===== config.mk =====
export PLATFORM = sky130hd
export DESIGN_NAME = spi_burst_reader
export DESIGN_NICKNAME = d
export VERILOG_FILES = /design/src/rtl/spi_burst_reader.sv
export SDC_FILE = /design/constraint.sdc
export NUM_CORES = 1
export LEC_CHECK = 0
export BUFFER_PORTS_ARGS = -buffer_cell sky130_fd_sc_hd__buf_2
export CELL_PAD_IN_SITES_DETAIL_PLACEMENT = 0
export CELL_PAD_IN_SITES_GLOBAL_PLACEMENT = 1
export CORE_MARGIN = 2
export CORE_UTILIZATION = 44
export DETAILED_ROUTE_END_ITERATION = 8
export HOLD_SLACK_MARGIN = 0.08
export PLACE_DENSITY_LB_ADDON = 0.08
export SETUP_SLACK_MARGIN = 0.1
export SYNTH_ARGS = -nofsm -noshare
export SYNTH_HDL_FRONTEND = slang
export SYNTH_SLANG_ARGS = --single-unit

===== constraint.sdc =====
create_clock -name clk -period 3.9 [get_ports clk]
set_input_delay 0.39 -clock clk [delete_from_list [all_inputs] [get_ports clk]]
set_output_delay 0.39 -clock clk [all_outputs]
set_load 0.02 [all_outputs]

===== src/rtl/spi_burst_reader.sv =====
// spi_burst_reader: SPI mode-0 master that sends a two-byte command
// (instruction + start address) and then reads a burst of NUM_BYTES bytes.
// A burst starts on a manual start pulse or on an internal periodic tick.
// Each finished burst appears on data with a one-cycle valid strobe.
//
// Optional build macro: SPI_BURST_READER_OVERRUN_EN
//   When defined, the module adds a clr_overrun input and a sticky overrun
//   output. overrun flags a trigger that was dropped because a burst was
//   already queued.
module spi_burst_reader #(
    parameter int          CLK_DIV       = 4,
    parameter int          NUM_BYTES     = 4,
    parameter logic [7:0]  CMD_BYTE      = 8'h0B,
    parameter logic [7:0]  ADDR_BYTE     = 8'h0E,
    parameter int          SAMPLE_PERIOD = 650000
) (
    input  logic                     clk,
    input  logic                     rst,
    input  logic                     en,
    input  logic                     start,
    input  logic                     miso,
`ifdef SPI_BURST_READER_OVERRUN_EN
    input  logic                     clr_overrun,
    output logic                     overrun,
`endif
    output logic                     sclk,
    output logic                     mosi,
    output logic                     csn,
    output logic                     busy,
    output logic                     valid,
    output logic [8*NUM_BYTES-1:0]   data
);

    localparam int NBITS = 16 + 8 * NUM_BYTES;
    localparam int DW    = 8 * NUM_BYTES;
    localparam int DIV_W = (CLK_DIV > 1) ? $clog2(CLK_DIV) : 1;
    localparam int BIT_W = $clog2(NBITS);

    typedef enum logic [2:0] {
        S_IDLE,
        S_SETUP,
        S_SHIFT,
        S_HOLD,
        S_GAP
    } state_t;

    state_t             state_reg;
    logic [DIV_W-1:0]   div_reg;
    logic [BIT_W-1:0]   bit_reg;
    logic [15:0]        tx_reg;
    logic [7:0]         byte_reg;
    logic [DW-1:0]      rx_reg;
    logic               pending_reg;
    logic               trig_reg;
    logic               tick;
    logic               div_last;
    logic [7:0]         byte_next;

    assign div_last  = (div_reg == DIV_W'(CLK_DIV - 1));
    assign byte_next = {byte_reg[6:0], miso};

    // Free-running sample timer; frozen while en is low, absent when the
    // period is zero.
    generate
        if (SAMPLE_PERIOD > 0) begin : g_timer
            localparam int TW = (SAMPLE_PERIOD > 1) ? $clog2(SAMPLE_PERIOD) : 1;
            logic [TW-1:0] timer_reg;

            // Count 0..SAMPLE_PERIOD-1 while enabled, wrapping to zero.
            always_ff @(posedge clk or posedge rst) begin
                if (rst) begin
                    timer_reg <= '0;
                end else if (en) begin
                    if (timer_reg == TW'(SAMPLE_PERIOD - 1))
                        timer_reg <= '0;
                    else
                        timer_reg <= timer_reg + 1'b1;
                end
            end

            assign tick = en && (timer_reg == TW'(SAMPLE_PERIOD - 1));
        end else begin : g_no_timer
            assign tick = 1'b0;
        end
    endgenerate

    // Register the combined trigger so a coincident start and tick count once.
    always_ff @(posedge clk or posedge rst) begin
        if (rst)
            trig_reg <= 1'b0;
        else
            trig_reg <= start | tick;
    end

    // Burst sequencer: CS setup, bit shifting, CS hold and inter-burst gap.
    always_ff @(posedge clk or posedge rst) begin
        if (rst) begin
            state_reg   <= S_IDLE;
            div_reg     <= '0;
            bit_reg     <= '0;
            tx_reg      <= '0;
            byte_reg    <= '0;
            rx_reg      <= '0;
            pending_reg <= 1'b0;
            sclk        <= 1'b0;
            mosi        <= 1'b0;
            csn         <= 1'b1;
            busy        <= 1'b0;
            valid       <= 1'b0;
            data        <= '0;
        end else begin
            valid <= 1'b0;

            // Any trigger arriving while a burst is in flight is queued;
            // a second one is simply lost.
            if (trig_reg && (state_reg != S_IDLE))
                pending_reg <= 1'b1;

            case (state_reg)
                S_IDLE: begin
                    if (trig_reg) begin
                        state_reg <= S_SETUP;
                        csn       <= 1'b0;
                        busy      <= 1'b1;
                        div_reg   <= '0;
                        tx_reg    <= {CMD_BYTE, ADDR_BYTE};
                    end
                end

                S_SETUP: begin
                    if (div_last) begin
                        div_reg   <= '0;
                        bit_reg   <= '0;
                        state_reg <= S_SHIFT;
                        // First command bit is presented at the start of bit 0.
                        mosi      <= tx_reg[15];
                        tx_reg    <= {tx_reg[14:0], 1'b0};
                    end else begin
                        div_reg <= div_reg + 1'b1;
                    end
                end

                S_SHIFT: begin
                    if (div_last) begin
                        div_reg <= '0;
                        if (!sclk) begin
                            // Rising SCLK edge: capture MISO for the read phase.
                            sclk <= 1'b1;
                            if (bit_reg >= BIT_W'(16)) begin
                                byte_reg <= byte_next;
                                if (bit_reg[2:0] == 3'd7)
                                    rx_reg <= (rx_reg >> 8) | (DW'(byte_next) << (DW - 8));
                            end
                        end else begin
                            // Falling SCLK edge: end of bit, present the next one.
                            sclk <= 1'b0;
                            if (bit_reg == BIT_W'(NBITS - 1)) begin
                                state_reg <= S_HOLD;
                                mosi      <= 1'b0;
                            end else begin
                                bit_reg <= bit_reg + 1'b1;
                                mosi    <= tx_reg[15];
                                tx_reg  <= {tx_reg[14:0], 1'b0};
                            end
                        end
                    end else begin
                        div_reg <= div_reg + 1'b1;
                    end
                end

                S_HOLD: begin
                    if (div_last) begin
                        div_reg   <= '0;
                        csn       <= 1'b1;
                        data      <= rx_reg;
                        valid     <= 1'b1;
                        state_reg <= S_GAP;
                    end else begin
                        div_reg <= div_reg + 1'b1;
                    end
                end

                S_GAP: begin
                    if (div_last) begin
                        div_reg <= '0;
                        if (pending_reg || trig_reg) begin
                            // Launch the queued burst straight away.
                            pending_reg <= 1'b0;
                            state_reg   <= S_SETUP;
                            csn         <= 1'b0;
                            tx_reg      <= {CMD_BYTE, ADDR_BYTE};
                        end else begin
                            state_reg <= S_IDLE;
                            busy      <= 1'b0;
                        end
                    end else begin
                        div_reg <= div_reg + 1'b1;
                    end
                end

                default: begin
                    state_reg <= S_IDLE;
                end
            endcase
        end
    end

`ifdef SPI_BURST_READER_OVERRUN_EN
    logic overrun_set;
    assign overrun_set = trig_reg && pending_reg && (state_reg != S_IDLE);

    // Sticky dropped-trigger flag; a new drop beats a simultaneous clear.
    always_ff @(posedge clk or posedge rst) begin
        if (rst)
            overrun <= 1'b0;
        else if (overrun_set)
            overrun <= 1'b1;
        else if (clr_overrun)
            overrun <= 1'b0;
    end
`endif

endmodule

==> results of run 1 <==
[critical path, cell delays in order (launching register included)]
cell      delay, ns
dfrtp_1        0.38
ha_1           0.37
nand3b_4       0.16
nor4_4         0.54
nand2_4        0.47
mux2_4         0.43
[per-layer routing]
metal  share of wire, %  up-vias  global-route usage, %  wire [um]
met5                  0        -                      0          0
li1                   -     1505                      -          -
met2                 46       66                   23.8       4220
met4                1.2        0                   6.83        113
met1                 49     1559                   21.7       4440
met3                4.0        8                   5.58        370
[area by class of cell]
| type | instances | area [um^2] | share of cell area [%] |
|---|---|---|---|
| Sequential cell | 124 | 3100 | 50.2 |
| Multi-Input combinational cell | 237 | 2050 | 33.2 |
| Clock buffer | 24 | 492 | 7.96 |
| Timing Repair Buffer | 43 | 233 | 3.77 |
| Tap cell | 143 | 179 | 2.90 |
| Clock inverter | 7 | 87.6 | 1.42 |
| Inverter | 8 | 32.5 | 0.526 |
[worst paths after layout]
check                                       startpoint                               end  slack [ns]
worst max-delay path            div_reg[1]$_DFFE_PP0P_             rx_reg[8]$_DFFE_PP0P_        1.41
worst min-delay path                               rst  g_timer.timer_reg[2]$_DFFE_PP0P_        0.16
worst max register to register  div_reg[1]$_DFFE_PP0P_             rx_reg[8]$_DFFE_PP0P_        1.41
worst min register to register   tx_reg[8]$_DFFE_PP0P_             tx_reg[8]$_DFFE_PP0P_        0.49
max in group asynchronous                          rst             rx_reg[6]$_DFFE_PP0P_        2.94
min in group clk                                 start                trig_reg$_DFF_PP0_        0.18
[layout by cell type (no fill, tap or decap), types with 4 or more instances in the layout]
| cell | Yosys | routed |
|---|---|---|
| dfrtp_1 | 123 | 123 |
| mux2_2 | 42 | 42 |
| buf_2 | 3 | 41 |
| mux2_4 | 30 | 30 |
| nor2_1 | 20 | 20 |
| nand2_1 | 18 | 18 |
| clkbuf_16 | 0 | 17 |
| a22o_1 | 12 | 12 |
| a21oi_1 | 12 | 12 |
| xnor2_1 | 11 | 11 |
| nand4_1 | 9 | 9 |
| inv_1 | 8 | 7 |
| xor2_1 | 6 | 6 |
| o21ai_0 | 6 | 6 |
| nor4_1 | 5 | 5 |
| or3_1 | 5 | 5 |
| nor3_1 | 4 | 4 |
| a31oi_1 | 4 | 4 |
| o22a_1 | 4 | 4 |
| ha_1 | 4 | 4 |
| clkinv_2 | 0 | 4 |
| clkbuf_8 | 0 | 4 |
[per-stage QoR]
step                      hold slack, ns  setup slack, ns  total power [uW]  cell area [um^2]  utilization (%)
after floorplan                    0.457            0.212              2020              5270                -
after global placement             0.472             1.49              2140              5600             48.4
after detailed placement           0.479             1.41              2150              5600             48.4
after CTS                          0.160             1.38              3690              6180             53.4
after global routing               0.167             1.21              3850              6180             53.4
final                              0.159             1.41              3650              6180             53.4
[cells by family (layout without fill, tap and decap cells)]
family | count (synthesis) | count (layout) | share of synthesized area (%)
fa+ha+maj | 4 | 4 | 0.950
compound gates | 57 | 57 | 7.83
flops | 124 | 124 | 58.9
simple gates | 85 | 85 | 9.43
buf+inv | 23 | 82 | 2.16
xor+xnor | 17 | 17 | 2.83
mux | 74 | 74 | 17.9
[power by group]
group | internal, uW | total [uW] | switching, uW
logic | 228 | 539 | 312
clock network | 999 | 1520 | 521
registers | 1420 | 1590 | 170
total | 2640 | 3650 | 1000
==> run metrics, run 1 <==
global-route wire length before repair between 15 and 20 mm; share of cells above drive strength 1 about a third; largest net degree at the start of global routing between 60 and 70; Leak Pwr 0.00312 uW; min Tclk post-route around 2.5 ns; Num Clock Sinks roughly 120; Synth Flop Type dfrtp_1; DRT iter0 DRCs 217; mapped cell area between 0.005 and 0.006 mm^2; IO Count 42; Global Route Usage Sum between 10% and 20%; Post-Route WL ~9.1 mm; Die H roughly 110 um; Worst setup SP type flop; CORE AREA between 0.01 and 0.015 mm^2; RSZ-0062 raised after global routing false; clock skew ~0.0077 ns; CTS tree done; setup_tns 0 ns; Max Freq around 0.40 GHz; fill cell count between 900 and 1k; top post-synthesis cells by area dfrtp_1 58%, mux2_2 9.0%, mux2_4 8.5%, a22o_1 2.0%, xnor2_1 1.8%; Placed Instances around 560; global route total overflow 0; CP endpoint kind flop; Die W roughly 110 um; Max clock buf depth 2; Relative slew margins between 40% and 50%; Worst Max-Slew Pin Slew 0.881 ns; count of input and output buffers 41; max-slew violation count 0; Synth Net Count between 300 and 400; area share of the largest cell type after synthesis approximately three fifths; post-synthesis register bit count approximately 120; clock root buffer master clkbuf_16; WL/cell 15.6 um; post-CTS resize count 0; Tcrit/Tclk final 63.7%; H-tree levels 4; Syn Area/Cell around 14 um^2; final setup fails 0; row cnt 39; Post-synth EDFFs 0; initial antenna violation count 0; vias in the first global route about 3.2k; Antenna Nets Post-Route 0; VDD IR-drop max around 0.00031 V; path depth of the worst reg2reg path 5; cts bufs inserted 17; clock latency at the later pin of the worst-skew pair ~0.41 ns; Seq/Total Area, Yosys between 50% and 60%; count leader, synth dfrtp_1; Yosys cell types 55; status finished clean; Initial Util between 40% and 50%; Net count, final between 400 and 500; synthesis-to-layout area growth 17.3%; CP required around 4.2 ns; Die ar. roughly 0.013 mm^2; Worst Path Arrival 2.78 ns; Synth top cells by count 123 x dfrtp_1, 42 x mux2_2, 30 x mux2_4; Async S/R FF share, synth between 90% and 100%; Hold Buf Count CTS 0; CTS clk-pin slew, worst paths around 0.05 ns; final hold violation count 0; residual DRC count 0; crit path kind reg2reg; total iterations of the first detailed-routing run 4; fin cells roughly 590; crit-path max FO 32; ant diodes 0; PD cells between 500 and 600 mW/mm^2; Routability Congestion 0.747; Max-Cap Viols 0; Synth area leader dfrtp_1; drt via density about 5.4; via count 3138; yosys warns 0; total setup buffers inserted after CTS 0; post-DP HPWL between 5 and 6 mm; cells after synthesis 384; Hold WC Path Type in2async
Note: power is estimated with default switching activity, not from simulation.
==> run 2: changes to the inputs <==
ABC_AREA = 1   (was default)
CORE_UTILIZATION = 41   (was 44)
clock period = 2 ns   (was 3.9 ns; I/O delays follow)
==> run 2 against run 1 <==
  * First-iteration DRC count rose by 18%
  * Routed wire length rose by 25%
  * Core utilization fell by 3.2 points
  * Clock-buffer cell count fell by 2
  * Register-to-register slack got worse by 1.1 ns
  * Critical path type unchanged
  * Worst hold slack improved by 0.038 ns
  * Non-clock buffer count rose by 15
  * Sequential power rose by 88%
  * Clock skew rose by 0.0017 ns
  * Worst setup slack got worse by 1.1 ns
  * Die area rose by 11%
==> run metrics, run 2 <==
post-synthesis register bit count 124 (unchanged); Worst Max-Slew Pin Slew 0.653 ns (-0.227 ns); Hold WC Path Type in2reg; area share of the largest cell type after synthesis 56.1% (-2.3 points); VDD IR-drop max 0.000646 V (+110%); Initial Util 41.8% (-3.8 points); count of input and output buffers 41 (unchanged); Die W 120 um (+5.5%); CTS clk-pin slew, worst paths 0.06 ns (about the same); clock root buffer master clkbuf_16; global-route wire length before repair 19.9 mm (+24%); Global Route Usage Sum 17.7% (+1.6 points); CP startpoint state_reg[2]$_DFFE_PP0P_; synthesis-to-layout area growth 20.3%; Tcrit/Tclk final 84.4% (+21 points); Worst setup SP type flop; crit path kind reg2reg; area of the multi-input gates 0.00198 mm^2 (-3.4%); Reg area 0.00310 mm^2 (unchanged); vias in the first global route 4267 (+35%); share of cells above drive strength 1 14.4% (-20 points); IO Count 42 (unchanged); final setup fails 0 (unchanged); worst r2r dst tx_reg[14]$_DFFE_PP0P_; Seq/Total Area, Yosys 56.5% (-2.4 points); CTS tree done; total setup buffers inserted after CTS 0 (unchanged); Yosys cell types 31 (-44%); largest delay contributor family on the critical path simple AND/OR/NAND/NOR gates; yosys warns 0 (unchanged); mapped cell area 0.00549 mm^2 (+4.2%); Relative slew margins 56.3% (+15 points); top post-synthesis cells by area dfrtp_1 56%, nand2_1 15%, o21ai_0 7.7%, inv_1 5.4%, nor2_1 4.2%; DRT iter0 DRCs 255 (+18%); Critical Path Sink tx_reg[14]$_DFFE_PP0P_; Die ar. 0.0143 mm^2 (+11%); RSZ-0062 raised after global routing false; CP endpoint kind flop; path depth of the worst reg2reg path 9 (+4); Net count, final 733 (+67%); Critical path buffers and inverters 3 (+3); global route total overflow 0 (unchanged); Synth Net Count 674 (+72%); Synth top cells by count 214 x nand2_1, 123 x dfrtp_1, 85 x o21ai_0; most frequent cells in the layout 214 x nand2_1, 123 x dfrtp_1, 85 x o21ai_0; cells after synthesis 665 (+73%); row cnt 42 (+7.7%); Num Clock Sinks 124 (unchanged); largest net degree at the start of global routing 67 (-1.5%); crit-path max FO 11 (-66%); worst path cell trace inv_2 > nand3_2 > nand2_1 > inv_1 > nor2_1 > nand2_1 > inv_1 > nand2_1 > nand2_1; Syn Area/Cell 8.26 um^2 (-40%); commonest non-fill, non-tap cell in the layout nand2_1; Async S/R FF share, synth 100% (unchanged); ant diodes 0 (unchanged); post-DP HPWL 8.00 mm (+37%); fill cell count 1320 (+38%); Leak Pwr 0.00332 uW (+6.3%); stages on the worst setup path 9 (+4); Reg2Reg Launch Point state_reg[2]$_DFFE_PP0P_; Routability Congestion 0.821 (+10%); max incr delay on CP 0.41 ns (-0.13 ns); reg2reg setup slack 0.31 ns (-1.10 ns); total iterations of the first detailed-routing run 5 (+1); Synth area leader dfrtp_1; CORE AREA 0.0131 mm^2 (+14%); Max Freq 0.593 GHz (+47%); Die H 120 um (+5.5%); drt via density 4.77 (-11%); Synth Flop Type dfrtp_1; clock latency at the later pin of the worst-skew pair 0.41 ns (about the same); Max-Cap Viols 0 (unchanged); count leader, synth nand2_1; min Tclk post-route 1.69 ns (-0.799 ns); Antenna Nets Post-Route 0 (unchanged); Post-Route WL 11.4 mm (+25%); via count 4359 (+39%); status finished clean; WL/cell 12.5 um (-20%); initial antenna violation count 0 (unchanged); Max clock buf depth 2 (unchanged); H-tree levels 4 (unchanged); Worst Path Arrival 2.03 ns (-0.75 ns); clock skew 0.00935 ns (+0.00169 ns); most used cell along the critical path nand2_1; setup_tns 0 ns (unchanged); cts bufs inserted 17 (unchanged); Hold WS 0.197 ns (+0.0377 ns); residual DRC count 0 (unchanged); final hold violation count 0 (unchanged); Post-synth EDFFs 0 (unchanged); CP required 2.34 ns (-1.85 ns); PD cells 1110 mW/mm^2 (+88%); Crit-path slowest cell dfrtp_1; max-slew violation count 0 (unchanged)
[run 2: changes by cell type after synthesis, sizes merged, moves of 7 or more]
cell,before,now
mux2,72,0
nor2,20,63
a21oi,12,4
or2,1,8
nand2,19,215
a22o,12,0
xnor2,11,2
nand3,3,29
inv,8,83
o21ai,6,85
[run 2: final cells by class]
cell class | count | share of cell area (%)
repair buffers | 58 | 6.29
multi-input cells | 439 | 30.0
clock buffers | 22 | 7.18
flip-flops and latches | 124 | 47.0
inverters | 84 | 4.83
clock inverters | 10 | 1.36
well taps | 176 | 3.33
[run 2: what timing repair did]
item,CTS,global route
hold endpoints to repair,26,0
endpoints found under the setup margin,0,12
resized for setup,0,1
hold buffers,3,0
[run 2: tightest hold or removal path, cell delays in order]
cell,delay (ns)
buf_2,0.10
clkinv_1,0.14
nand2_1,0.07
nand2_1,0.06
[run 2: cells by family after synthesis]
group | Yosys count | synth area share, %
compound gates | 92 | 8.55
xor+xnor | 8 | 1.28
simple gates | 335 | 25.3
flops | 124 | 56.5
fa+ha+maj | 4 | 0.912
buf+inv | 102 | 7.41
[run 2: worst min-delay path by stage]
stage / startpoint / cells after the start / end / slack, ns
final: en / 4 / g_timer.timer_reg[17]$_DFFE_PP0P_ / 0.20
after detailed placement: rst / 2 / g_timer.timer_reg[15]$_DFFE_PP0P_ / 0.33
after floorplan: start / 1 / trig_reg$_DFF_PP0_ / 0.31
after global routing: en / 3 / g_timer.timer_reg[0]$_DFFE_PP0P_ / 0.21
after CTS: en / 4 / g_timer.timer_reg[16]$_DFFE_PP0P_ / 0.19
after global placement: rst / 2 / g_timer.timer_reg[15]$_DFFE_PP0P_ / 0.32
[run 2: metal layers]
metal | share of wire [%] | GRT usage, % | vias to the layer above | wire length (um)
met1 | 49 | 23.3 | 2095 | 5650
met5 | 0 | 0 | - | 0
met4 | 0.73 | 6.69 | 0 | 84
met3 | 2.9 | 4.66 | 5 | 327
li1 | - | - | 2197 | -
met2 | 47 | 28.2 | 62 | 5370
[run 2: report_power, final]
part	internal (uW)	leakage [uW]	switching, uW
clock network	1800	0.000272	1100
logic	523	0.00141	930
registers	2780	0.00164	210
total	5100	0.00332	2240
[run 2: per-stage QoR]
| stage | setup WS (ns) | utilization, % | cells | area [um^2] | total power [uW] |
|---|---|---|---|---|---|
| finish | 0.313 | 50.3 | 913 | 6610 | 7340 |
| global route | 0.126 | 50.3 | 913 | 6610 | 7820 |
| CTS | 0.219 | 50.3 | 913 | 6600 | 7440 |
| detailed placement | 0.239 | 45.7 | 878 | 6010 | 4490 |
| global placement | 0.274 | 45.7 | 878 | 6010 | 4470 |
| floorplan | 0.276 | - | 665 | 5490 | 4080 |
==> run 3: changes to the inputs <==
clock period = 1.5 ns   (was 2 ns; I/O delays follow)
==> run 3 against run 2 <==
  * Design area up 21%
  * Clock power up 49%
  * Critical path depth down 1
  * Register-to-register slack worse by 0.29 ns
  * Die area unchanged
  * Worst hold slack worse by 0.023 ns
  * Combinational power up 120%
  * Clock skew down 0.0016 ns
  * Power up 57%
  * Routed wire length up 24%
==> run metrics, run 3 (same netlist as run 2, synthesis figures left out) <==
status finished clean; drt via density 4.80 (+0.58%); IO Count 42 (unchanged); Critical path buffers and inverters 3 (unchanged); min Tclk post-route 1.47 ns (-0.214 ns); Routability Congestion 0.871 (+6.0%); max incr delay on CP 0.39 ns (-0.02 ns); clock root buffer master clkbuf_16; largest net degree at the start of global routing 67 (unchanged); Hold WC Path Type in2reg; Die H 120 um (unchanged); via count 4735 (+8.6%); Die W 120 um (unchanged); global route total overflow 0 (unchanged); Relative slew margins 69.7% (+13 points); initial antenna violation count 0 (unchanged); RSZ-0062 raised after global routing true; VDD IR-drop max 0.000789 V (+22%); Tcrit/Tclk final 98.2% (+14 points); Leak Pwr 0.00400 uW (+21%); share of cells above drive strength 1 38.6% (+24 points); final setup fails 0 (unchanged); Design Power 11500 uW (+57%); Num Clock Sinks 124 (unchanged); CP endpoint kind flop; CP required 1.84 ns (-0.50 ns); post-DP HPWL 8.68 mm (+8.5%); fill cell count 1124 (-15%); CORE AREA 0.0131 mm^2 (unchanged); most frequent cells in the layout 162 x nand2_1, 120 x dfrtp_1, 66 x inv_1; total iterations of the first detailed-routing run 5 (unchanged); Worst setup SP type flop; WL/cell 14.3 um (+15%); setup ws final 0.0263 ns (-0.286 ns); most used cell along the critical path clkbuf_16; dpl ws -0.0573 ns (-0.296 ns); Max Freq 0.679 GHz (+14%); commonest non-fill, non-tap cell in the layout nand2_1; Hold WS 0.174 ns (-0.0228 ns); Global Route Usage Sum 18.8% (+1.1 points); Crit-path slowest cell dfrtp_1; vias in the first global route 4507 (+5.6%); Worst Path Arrival 1.82 ns (-0.21 ns); clock latency at the later pin of the worst-skew pair 0.42 ns (about the same); Util after Layout 61.1% (+11 points); residual DRC count 0 (unchanged); Worst Max-Slew Pin Slew 0.453 ns (-0.200 ns); worst path cell trace ha_4 > buf_12 > nand4_4 > nor2_4 > clkbuf_16 > clkbuf_16 > nand2_1 > o21ai_1; row cnt 42 (unchanged); clock skew 0.00779 ns (-0.00155 ns); Max-Cap Viols 0 (unchanged); ant diodes 0 (unchanged); Max clock buf depth 2 (unchanged); largest delay contributor family on the critical path buffers and inverters; final hold violation count 0 (unchanged); Die ar. 0.0143 mm^2 (unchanged); max-slew violation count 0 (unchanged); CTS clk-pin slew, worst paths 0.06 ns (about the same); global-route wire length before repair 21.2 mm (+6.3%); CTS tree done; fin cells 986 (+8.0%); synthesis-to-layout area growth 46.1%; Initial Util 41.8% (unchanged); cts bufs inserted 17 (unchanged); H-tree levels 4 (unchanged); crit path kind reg2reg; Post-Route WL 14.1 mm (+24%); count of input and output buffers 41 (unchanged); DRT iter0 DRCs 258 (+1.2%); Net count, final 806 (+10%); Placed Instances 917 (+4.4%); crit-path max FO 9 (-2); PD cells 1430 mW/mm^2 (+29%); Antenna Nets Post-Route 0 (unchanged)
## run 3: cell types whose count changed in the layout (fill, tap and decap cells not counted), sizes merged
cell | before | now
bufinv | 1 | 4
clkinvlp | 4 | 3
buf | 55 | 121
inv | 82 | 83
clkbuf | 22 | 25
clkinv | 7 | 8
## run 3: layout make-up
class                   count  area [um^2]  area share [%]
flip-flops and latches    124         3110            38.7
multi-input cells         439         2550            31.8
repair buffers            131         1190            14.8
clock buffers              18          429            5.35
inverters                  84          337            4.20
well taps                 176          220            2.74
clock inverters            14          194            2.42
## run 3: timing repair
| action | in CTS | in global routing |
|---|---|---|
| pin swaps | 18 | 35 |
| gates resized for setup | 36 | 168 |
| setup endpoints to repair | 88 | 112 |
| hold endpoints to repair | 13 | 0 |
| cloned | 1 | 13 |
| buffers inserted | 12 | 8 |
| hold buffers | 3 | 0 |
## run 3: worst paths after layout
path,start,end,slack (ns),depth (start not counted)
max,div_reg[1]$_DFFE_PP0P_,rx_reg[4]$_DFFE_PP0P_,0.03,8
min,en,g_timer.timer_reg[0]$_DFFE_PP0P_,0.17,3
max reg2reg,div_reg[1]$_DFFE_PP0P_,rx_reg[4]$_DFFE_PP0P_,0.03,8
min reg2reg,csn$_DFFE_PP1P_,csn$_DFFE_PP1P_,0.46,2
max in group asynchronous,rst,tx_reg[8]$_DFFE_PP0P_,0.55,4
min in group asynchronous,rst,div_reg[0]$_DFFE_PP0P_,0.31,3
## run 3: metal layers
| metal | part of all wire [%] | vias up | GRT usage [%] |
|---|---|---|---|
| li1 | - | 2363 | - |
| met1 | 44 | 2262 | 25.1 |
| met2 | 50 | 87 | 29.5 |
| met3 | 3.8 | 23 | 4.99 |
| met4 | 2.1 | 0 | 7.06 |
| met5 | 0 | - | 0 |
## run 3: power by group
| group | switching (uW) | internal [uW] | total [uW] |
|---|---|---|---|
| Clock | 1550 | 2790 | 4340 |
| Sequential | 275 | 3710 | 3980 |
| Combinational | 1770 | 1410 | 3180 |
| Total | 3600 | 7900 | 11500 |
## run 3: through the flow
stage	area, um^2	TNS, ns
6_report	8020	0
5_1_grt	8020	-0.818
4_1_cts	7190	0
3_5_place_dp	6330	-0.603
3_3_place_gp	6330	-0.929
2_1_floorplan	5600	-21.46
## run 3: worst register-to-register path, cell delays in order (launching register included)
cell,delay [ns]
dfrtp_1,0.39
ha_4,0.20
buf_12,0.12
nand4_4,0.10
nor2_4,0.16
clkbuf_16,0.18
clkbuf_16,0.15
nand2_1,0.05
o21ai_1,0.06
